--- config.mk ---
export PLATFORM = sky130hd
export DESIGN_NAME = eth_phy_mgmt_seq
export DESIGN_NICKNAME = d
export VERILOG_FILES = /design/src/rtl/eth_pkg.sv /design/src/rtl/eth_dm_txn.sv /design/src/rtl/eth_phy_mgmt_seq.sv
export SDC_FILE = /design/constraint.sdc
export NUM_CORES = 1
export LEC_CHECK = 0
export ABC_AREA = 1
export BUFFER_PORTS_ARGS = -buffer_cell sky130_fd_sc_hd__buf_2
export CAP_MARGIN = 20
export CORE_ASPECT_RATIO = 0.9
export CORE_UTILIZATION = 59
export CTS_CLUSTER_DIAMETER = 30
export CTS_CLUSTER_SIZE = 40
export DETAILED_ROUTE_END_ITERATION = 8
export PLACE_DENSITY = 0.85
export SLEW_MARGIN = 25
export SYNTH_ARGS = -nofsm -noshare
export SYNTH_HDL_FRONTEND = slang
export SYNTH_SLANG_ARGS = --single-unit
--- constraint.sdc ---
create_clock -name clk_100_mhz -period 3.1 [get_ports clk_100_mhz]
set_clock_uncertainty 0.05 [all_clocks]
set_input_delay 0.155 -clock clk_100_mhz [delete_from_list [all_inputs] [get_ports clk_100_mhz]]
set_output_delay 0.155 -clock clk_100_mhz [all_outputs]
set_load 0.005 [all_outputs]
--- src/rtl/eth_pkg.sv ---
// eth_pkg: shared state enum and MII register constants for the PHY management sequencer
package eth_pkg;
  typedef enum logic [2:0] {WAIT_RST, SRST_WR, SRST_RD, AN_WR, IDLE, POLL_RD, HOST} seq_state_t;
  localparam logic [4:0] MII_BMCR = 5'd0;
  localparam logic [4:0] MII_BMSR = 5'd1;
  localparam logic [15:0] BMCR_SRST = 16'h8000;
  localparam logic [15:0] BMCR_AN_INIT = 16'h1200;
  localparam int BMSR_LINK = 2;
  localparam int BMSR_AN_DONE = 5;
endpackage

--- src/rtl/eth_dm_txn.sv ---
// eth_dm_txn: issues one DM transaction, holds its fields and reports done or timeout
module eth_dm_txn import eth_pkg::*; #(
  parameter int DM_TIMEOUT = 100000
) (
  input  logic        clk,
  input  logic        rst,
  input  logic        go,
  input  logic        mode,
  input  logic [4:0]  reg_addr,
  input  logic [15:0] wdata,
  output logic        busy,
  output logic        done,
  output logic        timeout,
  output logic [15:0] rdata,
  output logic        dm_start,
  output logic        dm_mode,
  output logic [4:0]  dm_reg_addr,
  output logic [15:0] dm_data_i,
  input  logic [15:0] dm_data_o,
  input  logic        dm_done
);
  logic [16:0] tcnt;
  assign done = busy & dm_done;
  assign timeout = busy & ~dm_done & (tcnt >= 17'(DM_TIMEOUT));
  assign rdata = (done && !dm_mode) ? dm_data_o : '0;
  always_ff @(posedge clk) begin
    if (rst) begin
      busy <= 1'b0;
      tcnt <= '0;
      dm_start <= 1'b0;
      dm_mode <= 1'b0;
      dm_reg_addr <= '0;
      dm_data_i <= '0;
    end else begin
      dm_start <= go;
      if (go) begin
        busy <= 1'b1;
        tcnt <= '0;
        dm_mode <= mode;
        dm_reg_addr <= reg_addr;
        dm_data_i <= wdata;
      end else if (done || timeout) begin
        busy <= 1'b0;
      end else if (busy) begin
        tcnt <= tcnt + 17'd1;
      end
    end
  end
endmodule

--- src/rtl/eth_phy_mgmt_seq.sv ---
// eth_phy_mgmt_seq: PHY reset/auto-neg init, periodic BMSR polling and host access arbitration over one DM engine
module eth_phy_mgmt_seq import eth_pkg::*; #(
  parameter logic [4:0] PHY_ADDR = 5'd1,
  parameter int RESET_WAIT = 100000,
  parameter int POLL_INTERVAL = 1000000,
  parameter int DM_TIMEOUT = 100000,
  parameter int SRST_POLLS = 16
) (
  input  logic        clk_100_mhz,
  input  logic        rst,
  output logic        DM_start,
  output logic        DM_mode,
  output logic [4:0]  DM_addr,
  output logic [4:0]  DM_reg_addr,
  output logic [15:0] DM_data_i,
  input  logic [15:0] DM_data_o,
  input  logic        DM_done,
  input  logic        host_req,
  input  logic        host_write,
  input  logic [4:0]  host_reg,
  input  logic [15:0] host_wdata,
  output logic        host_ack,
  output logic [15:0] host_rdata,
  output logic        host_err,
  output logic        link_up,
  output logic        an_done,
  output logic        init_done,
  output logic        init_error
);
  seq_state_t state;
  logic [19:0] pcnt;
  logic [7:0] srst_cnt;
  logic go, busy, done, timeout, fin, mode;
  logic [4:0] reg_addr;
  logic [15:0] wdata, rdata;
  assign DM_addr = PHY_ADDR;
  assign go = !(state inside {WAIT_RST, IDLE}) && !busy;
  assign fin = done | timeout;
  assign mode = (state == HOST) ? host_write : (state == SRST_WR || state == AN_WR);
  assign reg_addr = (state == HOST) ? host_reg : (state == POLL_RD) ? MII_BMSR : MII_BMCR;
  assign wdata = (state == HOST) ? host_wdata : (state == SRST_WR) ? BMCR_SRST :
                 (state == AN_WR) ? BMCR_AN_INIT : '0;
  eth_dm_txn #(.DM_TIMEOUT(DM_TIMEOUT)) u_txn (
    .clk(clk_100_mhz), .rst(rst), .go(go), .mode(mode), .reg_addr(reg_addr), .wdata(wdata),
    .busy(busy), .done(done), .timeout(timeout), .rdata(rdata),
    .dm_start(DM_start), .dm_mode(DM_mode), .dm_reg_addr(DM_reg_addr), .dm_data_i(DM_data_i),
    .dm_data_o(DM_data_o), .dm_done(DM_done)
  );
  always_ff @(posedge clk_100_mhz) begin
    if (rst) begin
      state <= WAIT_RST;
      pcnt <= '0;
      srst_cnt <= '0;
      host_ack <= 1'b0;
      host_rdata <= '0;
      host_err <= 1'b0;
      link_up <= 1'b0;
      an_done <= 1'b0;
      init_done <= 1'b0;
      init_error <= 1'b0;
    end else begin
      host_ack <= 1'b0;
      host_err <= 1'b0;
      pcnt <= (pcnt == '1) ? pcnt : pcnt + 20'd1;
      if (timeout) init_error <= 1'b1;
      case (state)
        WAIT_RST: if (pcnt >= 20'(RESET_WAIT - 1)) state <= SRST_WR;
        SRST_WR:  if (fin) state <= SRST_RD;
        SRST_RD: if (fin) begin
          srst_cnt <= srst_cnt + 8'd1;
          if (!rdata[15]) state <= AN_WR;
          else if (srst_cnt >= 8'(SRST_POLLS - 1)) begin
            init_error <= 1'b1;
            state <= AN_WR;
          end
        end
        AN_WR: if (fin) begin
          init_done <= 1'b1;
          state <= IDLE;
        end
        // a due poll outranks a waiting host; the host is taken on the next IDLE cycle
        IDLE: state <= (pcnt >= 20'(POLL_INTERVAL)) ? POLL_RD : host_req ? HOST : IDLE;
        POLL_RD: if (fin) begin
          link_up <= rdata[BMSR_LINK];
          an_done <= rdata[BMSR_AN_DONE];
          pcnt <= '0;
          state <= IDLE;
        end
        HOST: if (fin) begin
          host_ack <= 1'b1;
          host_err <= timeout;
          host_rdata <= rdata;
          state <= IDLE;
        end
        default: state <= WAIT_RST;
      endcase
    end
  end
endmodule

* Word level (Yosys, flattened, before mapping)
Index checks and enable logic that the tools add are counted. W data, S select, Z words.
Word-level totals: register bits 94, bits in latches 0, memory bits (writable) 0, ROM bits 0, bits of input ports 42, output and inout bits 50, word-level logic and storage cells 90, memories kept 0
Cells by class: add/subtract/negate cells 3, multipliers 0, divide/modulo/power cells 0, order comparisons 4, equality and inequality tests 12, shift-type cells 0, mux-type cells 27, bitwise logic cells 8, reduce and logical (&&, ||, !) cells 20
Operator list (count):
- $mux W20 | 3
- $mux W16 | 3
- $add A20 B1 Y20 const B | 1
- $eq A20 B20 Y1 const B | 1
- $ge A20 B17 Y1 const B | 1
- $ge A20 B20 Y1 const B | 1
- $mux W3 | 6
- $add A17 B1 Y17 const B | 1
- $ge A17 B17 Y1 const B | 1
- $pmux W3 S5 | 1
- $mux W13 | 1
- $mux W1 | 10
- $reduce_and A2 Y1 | 5
- $eq A3 B3 Y1 const B | 3
- $add A8 B1 Y8 const B | 1
- $ge A8 B4 Y1 const B | 1
- $eq A3 B2 Y1 const B | 2
- $reduce_or A3 Y1 | 2
- $mux W5 | 1
- $reduce_and A5 Y1 | 1
- $mux W2 | 2
- $ne A2 B1 Y1 const B | 2
- $ne A2 B2 Y1 const B | 2
- $not A1 Y1 | 4
- 10 further kinds | 18

* Depth between registers and ports, before layout
Gate-level depths: netlist (run 1).
word-level depth 8, gate-level depth with buffers 11

* Cells and area by module
From an unflattened synthesis (run 1), not the netlist that was laid out.
Second synthesis, totals: cells, all modules 669, area total of the unflattened synthesis 4797.1 um^2
By module, submodules not included:
- eth_phy_mgmt_seq | times used 1, cells an instance 407, area each 2760.1 um^2
- eth_dm_txn | times used 1, cells an instance 262, area each 2037.0 um^2

* Least setup slack after synthesis (run 1)
Ideal clock, no wire load.
path type register -> register, from register pcnt[0], to register pcnt[18], setup time 113 ps, arrival time 1304 ps, data required time 2937 ps, path slack 1632 ps, stages on the path, launching flop included 8, period minus slack after synthesis 1468 ps, cell sequence dfxtp_1 ha_1 nand2_1 nor3_1 nand4_1 xor2_1 nor2_1 nor2_1
Between the ends: longest elaborated chain between the ends 4, elaborated cells on any way between the ends 5, those cells by class add/sub (1); eq/ne (1); mux (3)
RTL lines:
- from (decl) | RTL line eth_phy_mgmt_seq.sv:31 | logic [19:0] pcnt;
- from (signal assigned) | RTL line eth_phy_mgmt_seq.sv:64 | pcnt <= (pcnt == '1) ? pcnt : pcnt + 20'd1;
- $add A20 B1 Y20 / $eq A20 B20 Y1 (equally long branches) | RTL line eth_phy_mgmt_seq.sv:64
- $mux W20 * | RTL line eth_phy_mgmt_seq.sv:64
- $mux W20 | RTL line eth_phy_mgmt_seq.sv:83 | POLL_RD: if (fin) begin
- $mux W20 * | RTL line eth_phy_mgmt_seq.sv:66 | case (state)
Mark *: on every way between the ends. The rest lies on a longest branch, timed or not. A chain may end at the register's enable or synchronous reset.

* Worst setup path after layout (run 1)
from register state[2], to register u_txn.dm_data_i[12]
Between the ends: longest elaborated chain between the ends 4, elaborated cells on any way between the ends 11, those cells by class eq/ne (4); mux (3); reduce/logical (4)
RTL lines:
- from (decl) | RTL line eth_phy_mgmt_seq.sv:30 | seq_state_t state;
- from (signal assigned) | RTL line eth_phy_mgmt_seq.sv:82 | IDLE: state <= (pcnt >= 20'(POLL_INTERVAL)) ? POLL_RD : host_req ? HOST : IDLE;
- $eq A3 B2 Y1 (tied with other cells) | RTL line eth_phy_mgmt_seq.sv:42 | (state == AN_WR) ? BMCR_AN_INIT : '0;
- $mux W13 / $reduce_bool A2 Y1 (equally long branches) | RTL line eth_phy_mgmt_seq.sv:42, eth_phy_mgmt_seq.sv:37
- $mux W16 / $logic_not A1 Y1 (equally long branches) | RTL line eth_phy_mgmt_seq.sv:41, eth_phy_mgmt_seq.sv:37
- $mux W16 / $logic_and A1 B1 Y1 (equally long branches) | RTL line eth_phy_mgmt_seq.sv:41, eth_phy_mgmt_seq.sv:37
- to (signal assigned) | RTL line eth_dm_txn.sv:41 | dm_data_i <= wdata;
- to (decl) | RTL line eth_dm_txn.sv:18 | output logic [15:0] dm_data_i,
Several ways; a longest one is shown, not always the timed one.

==> impl_metrics.py, run 1 <==
metrics = {
    "routing": {
        "vias_per_cell": 5.501,
        "drc_errors": 0,
        "finalWirelength_microns": 11300,
        "firstDrtPassIters": 8,
        "vias": 4522,
        "drtAntennaViolNets": 0,
        "drt_iter0_drc": 251,
        "wl_per_cell_microns": 13.75,
    },
    "final_layout": {
        "areaGrowthSynthToFinish_pct": 17.46,
        "antenna-diode-count": 0,
        "drive_gt1_share_pct": 19.70,
        "final_util_pct": 71.28,
        "nNetsFinal": 768,
    },
    "place": {
        "hpwlAfterDp_microns": 7565,
        "gp_congestion": 0.8593,
        "io_buffers": 86,
        "pre_cts_ws_ns": 1.100,
    },
    "power": {
        "ir_drop_mv": 0.5093,
        "p_int_w": 0.001722,
        "combPwrFrac_pct": 22.9,
        "swShare_pct": 35.24,
        "pwr_density_cell_mw_per_mm2": 494.6,
        "p_sw_w": 0.0009374,
        "p_leak_nw": 2.205,
        "seq_power_share_pct": 48.4,
        "power_frac_clock_pct": 28.7,
    },
    "logic_synthesis": {
        "synth_flop_cell": "dfxtp_1",
        "yosysSeqAreaShare_pct": 41.10,
        "synth_edf_count": 0,
        "synth_top_area_cell": "dfxtp_1",
        "synth_top_cell_area_share_pct": 41.10,
        "synth_cells": 625,
        "synth_commonest_cells": "nand2_1 (126), dfxtp_1 (94), a21oi_1 (75)",
        "yosys_warnings": 0,
        "synth_area_sq_mm": 0.004578,
        "synth_area_leaders": "dfxtp_1 (41%), nand2_1 (10%), a21oi_1 (8.2%), nand3_1 (7.0%), nor2_1 (4.7%)",
        "syn_avg_cell_area_sq_um": 7.325,
        "synth_cell_types": 41,
        "synthMostInstantiatedCell": "nand2_1",
        "ys_ff_latch": 94,
        "async_flop_share_pct": 0,
    },
    "timing": {
        "fin_ws_ns": 0.9559,
        "finalHoldViolCount": 0,
        "rsz0062_at_grt": "no",
        "worst_pin_slew_ns": 0.7897,
        "min_period_ns": 2.144,
        "fmax_mhz": 466.4,
        "min_period_over_period_pct": 69.17,
        "relSlewSlack_pct": 47.18,
        "fin_setup_tns_ns": 0,
        "setup_violations": 0,
        "slew_violations": 0,
    },
    "die": {
        "die_area_sq_mm": 0.008117,
        "io_pins": 92,
        "die_height_microns": 85.57,
        "rows": 30,
        "fp.coreArea_sq_mm": 0.007545,
        "start_util_pct": 60.68,
        "die_w_microns": 94.86,
    },
    "grt": {
        "grt_use_total_pct": 29.24,
        "grt_pass1_wl_microns": 18820,
        "antenna_found_initial": 0,
        "grt_pass1_vias": 4348,
        "overflow": 0,
        "grt_max_degree": 44,
    },
    "critical_path": {
        "cp_slowest_cell": "nor3_4",
        "cp_top_family": "simple AND/OR/NAND/NOR gates",
        "criticalPathCategory": "flip-flop to flip-flop",
        "startpoint_type": "flip-flop",
        "critPathMaxFanout": 18,
        "path_cells": "inv_1 -> nor3_4 -> buf_4 -> o21ai_0 -> o21ai_1",
        "crit_path_max_incr_delay_ns": 0.63,
        "reg2regPathDepth": 5,
        "worstPathArrival_ns": 2.39,
        "worst_setup_path_end_kind": "flip-flop",
        "cp.buffers_inverters": 2,
        "worstPathRequired_ns": 3.34,
        "crit_cells": 5,
    },
    "status": {
        "outcome": "completed",
    },
    "worst_hold_path": {
        "hold_depth": 3,
        "hold_path.class": "input port to flip-flop",
    },
    "clock_network": {
        "cts.htree.levels": 3,
        "tritoncts": "built",
        "post-cts-setup-buffers": 0,
        "cts_max_path_buffers": 2,
        "cts_resized": 0,
        "cts.sinks": 94,
        "clkTransAtPathRegs_ns": 0.10,
        "cts_buffers": 9,
        "cts-root-buf": "clkbuf_8",
        "ctsHoldBuffers": 21,
        "worstSkewPairLatency_ns": 0.37,
    },
    "run": {
        "maxCapViolations": 0,
    },
}
power by group through the flow:
stage	Combinational, W	Clock, W	Sequential, W
2_1_floorplan	0.000457	0	0.00131
3_5_place_dp	0.000568	0	0.00131
3_3_place_gp	0.000556	0	0.00131
4_1_cts	0.000591	0.000776	0.00129
6_report	0.000608	0.000764	0.00129
5_1_grt	0.000669	0.000824	0.00129
routing by layer:
metal | routed length [microns] | vias up | GRT usage, %
li1 | - | 2249 | -
met1 | 4661 | 2056 | 34.94
met2 | 5603 | 182 | 48.27
met3 | 729 | 35 | 8.599
met4 | 310 | 0 | 13.50
met5 | 0 | - | 0
state kept, by name, summed over array words and instances (netlist names), 3 cells and up:
| name | cells |
|---|---|
| pcnt | 20 |
| u_txn.tcnt | 17 |
| host_rdata | 16 |
| u_txn.dm_data_i | 16 |
| srst_cnt | 8 |
| u_txn.dm_reg_addr | 5 |
| state | 3 |
worst reg2reg max path, cell delays in order, from the launching register on:
cell	delay, ns
dfxtp_1	0.50
inv_1	0.17
nor3_4	0.63
buf_4	0.35
o21ai_0	0.18
o21ai_1	0.19
logic make-up (layout without fill, tap and decap cells):
| group | Yosys count | count (layout) | synth area share [%] |
|---|---|---|---|
| buffers and inverters | 82 | 180 | 8.308 |
| AOI/OAI and AO/OA | 104 | 104 | 12.27 |
| DFF | 94 | 94 | 41.10 |
| adders and majority gates | 5 | 5 | 1.366 |
| xor gates and xnor gates | 22 | 22 | 4.209 |
| other | 2 | 5 | 0.1640 |
| and+or+nand+nor | 316 | 316 | 32.58 |
area by class of cell:
class                   count  area (sq um)
fillers                   597          2167
well taps                  96         120.1
clock inverters             7         56.30
repair buffers            110         663.1
clock buffers               9         123.9
multi-input cells         452          2327
flip-flops and latches     94          1882
inverters                  54         205.2
path summary, 6_finish.rpt:
check	start	end	slack [ns]
worst min-delay path	DM_data_o[8]	host_rdata[8]$_SDFFE_PP0P_	0.008
worst min register to register	u_txn.dm_data_i[6]$_SDFFE_PP0P_	u_txn.dm_data_i[6]$_SDFFE_PP0P_	0.42
worst max register to register	state[2]$_SDFFE_PP0P_	u_txn.dm_data_i[12]$_SDFFE_PP0P_	0.96
worst max-delay path	state[2]$_SDFFE_PP0P_	u_txn.dm_data_i[12]$_SDFFE_PP0P_	0.96
metrics by stage:
| step | std cells | power [W] | hold slack, ns | area, sq um |
|---|---|---|---|---|
| after global placement | 785 | 0.001867 | 0.3298 | 4987 |
| after floorplan | 628 | 0.001765 | 0.2363 | 4589 |
| after detailed placement | 785 | 0.001881 | 0.3375 | 4987 |
| final | 822 | 0.002660 | 0.008095 | 5378 |
| after global routing | 822 | 0.002786 | 0.01392 | 5378 |
| after CTS | 822 | 0.002653 | 0.0007559 | 5378 |
cell usage in the layout (no fill, tap or decap), types with 17 or more instances in the layout:
master,Yosys,layout
xor2_1,17,17
nand2_1,126,126
buf_2,11,86
inv_1,49,49
nand3_1,64,64
dfxtp_1,94,94
nor3_1,26,26
a21oi_1,75,75
dlygate4sd3_1,0,21
nor2_1,57,57
Power figures use the tool's default switching activity.
==> inputs of run 2 (changes only) <==
Settings changed: ABC_AREA 1 to 0, CORE_UTILIZATION 59 to 49, PLACE_DENSITY 0.85 to 0.76.
Clock period 3.1 ns to 1.7 ns, I/O delays scaled along.
==> run 2 against run 1 <==
Net effect:
- critical endpoint is now u_txn.tcnt[12]$_SDFFE_PP0P_
- sequential cell count did not move
- count of clock-buffer cells in the layout did not move
- critical path depth rose by 1
- critical path type unchanged
- area after synthesis fell by 5.4%
- the flow now finishes with violations (negative setup slack)
- global-route usage fell by 0.53 points
- sequential share of layout area fell by 6.7 points
- largest cell class unchanged
- maximum frequency rose by 6.9%
==> impl_metrics.py, run 2 <==
metrics = {
    "timing": {
        "fmax_mhz": 498.6,
        "finalHoldViolCount": 0,
        "fin_ws_ns": -0.3058,
        "rsz0062_at_grt": "yes",
        "min_period_ns": 2.006,
        "setup_violations": 69,
        "fin_hold_ws_ns": 0.04115,
        "slew_violations": 0,
        "min_period_over_period_pct": 118.0,
    },
    "grt": {
        "grt_use_total_pct": 28.71,
        "grt_max_degree": 33,
        "grt_pass1_wl_microns": 20870,
        "grt_pass1_vias": 4390,
        "overflow": 0,
        "antenna_found_initial": 0,
    },
    "worst_hold_path": {
        "hold_path.class": "input port to flip-flop",
    },
    "routing": {
        "wl_met3_microns": 1774,
        "firstDrtPassIters": 6,
        "finalWirelength_microns": 17780,
        "wl_per_cell_microns": 22.17,
        "drc_errors": 0,
        "drt_iter0_drc": 463,
        "wl_met1_microns": 6406,
        "vias_per_cell": 6.261,
        "highest_layer": "met4",
        "drtAntennaViolNets": 0,
        "vias": 5021,
        "wl_met2_microns": 8404,
    },
    "clock_network": {
        "cts-root-buf": "clkbuf_8",
        "cts_max_path_buffers": 2,
        "worstSkewPairLatency_ns": 0.39,
        "cts_buffers": 9,
        "clkTransAtPathRegs_ns": 0.11,
        "cts.htree.levels": 3,
        "cts.sinks": 94,
        "tritoncts": "built",
    },
    "power": {
        "ir_drop_mv": 0.3470,
        "pwr_density_cell_mw_per_mm2": 596.2,
        "p_leak_nw": 2.716,
    },
    "logic_synthesis": {
        "synth_cell_types": 62,
        "synth_area_sq_mm": 0.004329,
        "async_flop_share_pct": 0,
        "synthMostInstantiatedCell": "dfxtp_1",
        "synth_top_area_cell": "dfxtp_1",
        "synth_edf_count": 0,
        "synth_flop_cell": "dfxtp_1",
        "synth_cells": 486,
        "yosysSeqAreaShare_pct": 43.47,
        "syn_avg_cell_area_sq_um": 8.908,
        "yosys_warnings": 0,
        "synth_area_leaders": "dfxtp_1 (43%), xnor2_1 (5.5%), nor2_1 (4.5%), nand2_1 (4.2%), nand3_1 (3.7%)",
        "synth_top_cell_area_share_pct": 43.47,
        "ys_ff_latch": 94,
        "synth_commonest_cells": "dfxtp_1 (94), nor2_1 (52), nand2_1 (48)",
    },
    "place": {
        "dpl_cell_area_sq_mm": 0.005395,
        "io_buffers": 86,
        "hpwlAfterDp_microns": 7788,
        "pre_cts_ws_ns": -0.1890,
        "gp_congestion": 0.8596,
    },
    "critical_path": {
        "worst_setup_path_end_kind": "flip-flop",
        "criticalPathCategory": "flip-flop to flip-flop",
        "worstPathArrival_ns": 2.22,
        "worstPathRequired_ns": 1.92,
        "startpoint_type": "flip-flop",
        "critPathMaxFanout": 10,
    },
    "final_layout": {
        "top_register": "pcnt",
        "antenna-diode-count": 0,
        "areaGrowthSynthToFinish_pct": 55.38,
        "final_common_cell": "buf_2",
        "multi_input_area_sq_mm": 0.002785,
        "fin_area_sq_mm": 0.006726,
        "top_regs": "pcnt x20, u_txn.tcnt x17",
        "layout_common_cells": "buf_2 (86), dfxtp_1 (79), buf_4 (76)",
        "register_area_sq_mm": 0.001901,
        "largest_register_ffs": 20,
        "nNetsFinal": 725,
        "drive_gt1_share_pct": 46.27,
        "nFillCells": 446,
    },
    "die": {
        "die_w_microns": 101.1,
        "die_height_microns": 91.17,
        "die_area_sq_mm": 0.009215,
        "io_pins": 92,
        "start_util_pct": 50.53,
        "rows": 32,
        "fp.coreArea_sq_mm": 0.008568,
    },
    "status": {
        "outcome": "finished, violations left",
        "violations": "negative setup slack",
    },
    "run": {
        "maxCapViolations": 0,
    },
}
-- run 2: cell count changes after synthesis, sizes merged, moves of 17 or more --
cell and change:
nand2 -90, xnor2 +22, nor3 -19, a22o +17, inv -43, a21oi -44
nand3 -32
-- run 2: path summary, 6_finish.rpt --
path,from,end,slack [ns],cells past startpoint
min reg2reg,host_rdata[15]$_SDFFE_PP0P_,host_rdata[15]$_SDFFE_PP0P_,0.41,2
max,u_txn.tcnt[11]$_SDFFE_PP0P_,u_txn.tcnt[12]$_SDFFE_PP0P_,-0.31,6
min,rst,state[0]$_SDFFE_PP0P_,0.04,4
max reg2reg,u_txn.tcnt[11]$_SDFFE_PP0P_,u_txn.tcnt[12]$_SDFFE_PP0P_,-0.31,6
-- run 2: per-stage QoR --
step                setup TNS [ns]  cells  total power [W]  util [%]
global route                -16.01    802         0.004133     78.50
CTS                         -3.096    793         0.003934     72.49
global placement            -1.311    732         0.002416     62.97
floorplan                  -0.3038    489         0.002334         -
detailed placement          -3.101    732         0.002420     62.97
finish                      -10.03    802         0.004010     78.50
-- run 2: repair_timing --
action                                  CTS  global route
endpoints found under the setup margin   44            73
cloned                                    2             4
buffers inserted                          8             5
endpoints found under the hold margin    35             0
pin swaps                                26            42
hold buffers                             35             0
gates resized for setup                  34            98
-- run 2: final cells by class --
class	count	area share, %
multi-input combinational	348	41.41
sequential	94	28.26
timing repair buffer	214	24.67
tap	119	2.214
clock buffer	9	1.842
clock inverter	7	1.004
inverter	11	0.6138
-- run 2: logic make-up (layout without fill, tap and decap cells) --
family,after synthesis,count (layout),share of synthesized area (%)
simple gates,200,200,23.64
compound gates,101,101,18.44
flops,94,94,43.47
buf+inv,47,241,5.058
xor+xnor,29,29,5.867
mux,8,8,1.908
fa+ha+maj,5,5,1.445
other cells,2,5,0.1735
-- run 2: layer usage --
| layer | GRT usage, % | vias to the layer above |
|---|---|---|
| li1 | - | 2123 |
| met1 | 34.40 | 2373 |
| met2 | 49.21 | 396 |
| met3 | 6.928 | 129 |
| met4 | 10.75 | 0 |
| met5 | 0 | - |
-- run 2: worst max-delay path, cell delays in order, from the launching register on --
cell	delay, ns
dfxtp_2	0.35
nor4_4	0.43
o21ai_4	0.17
buf_4	0.24
a2111oi_2	0.41
xnor2_1	0.19
nor2_1	0.06
-- run 2: where the power goes --
part	total (W)	internal [W]	switching, W
Clock	0.00148	0.000568	0.000909
Combinational	0.000319	0.000164	0.000156
Sequential	0.00221	0.00221	0.00000699
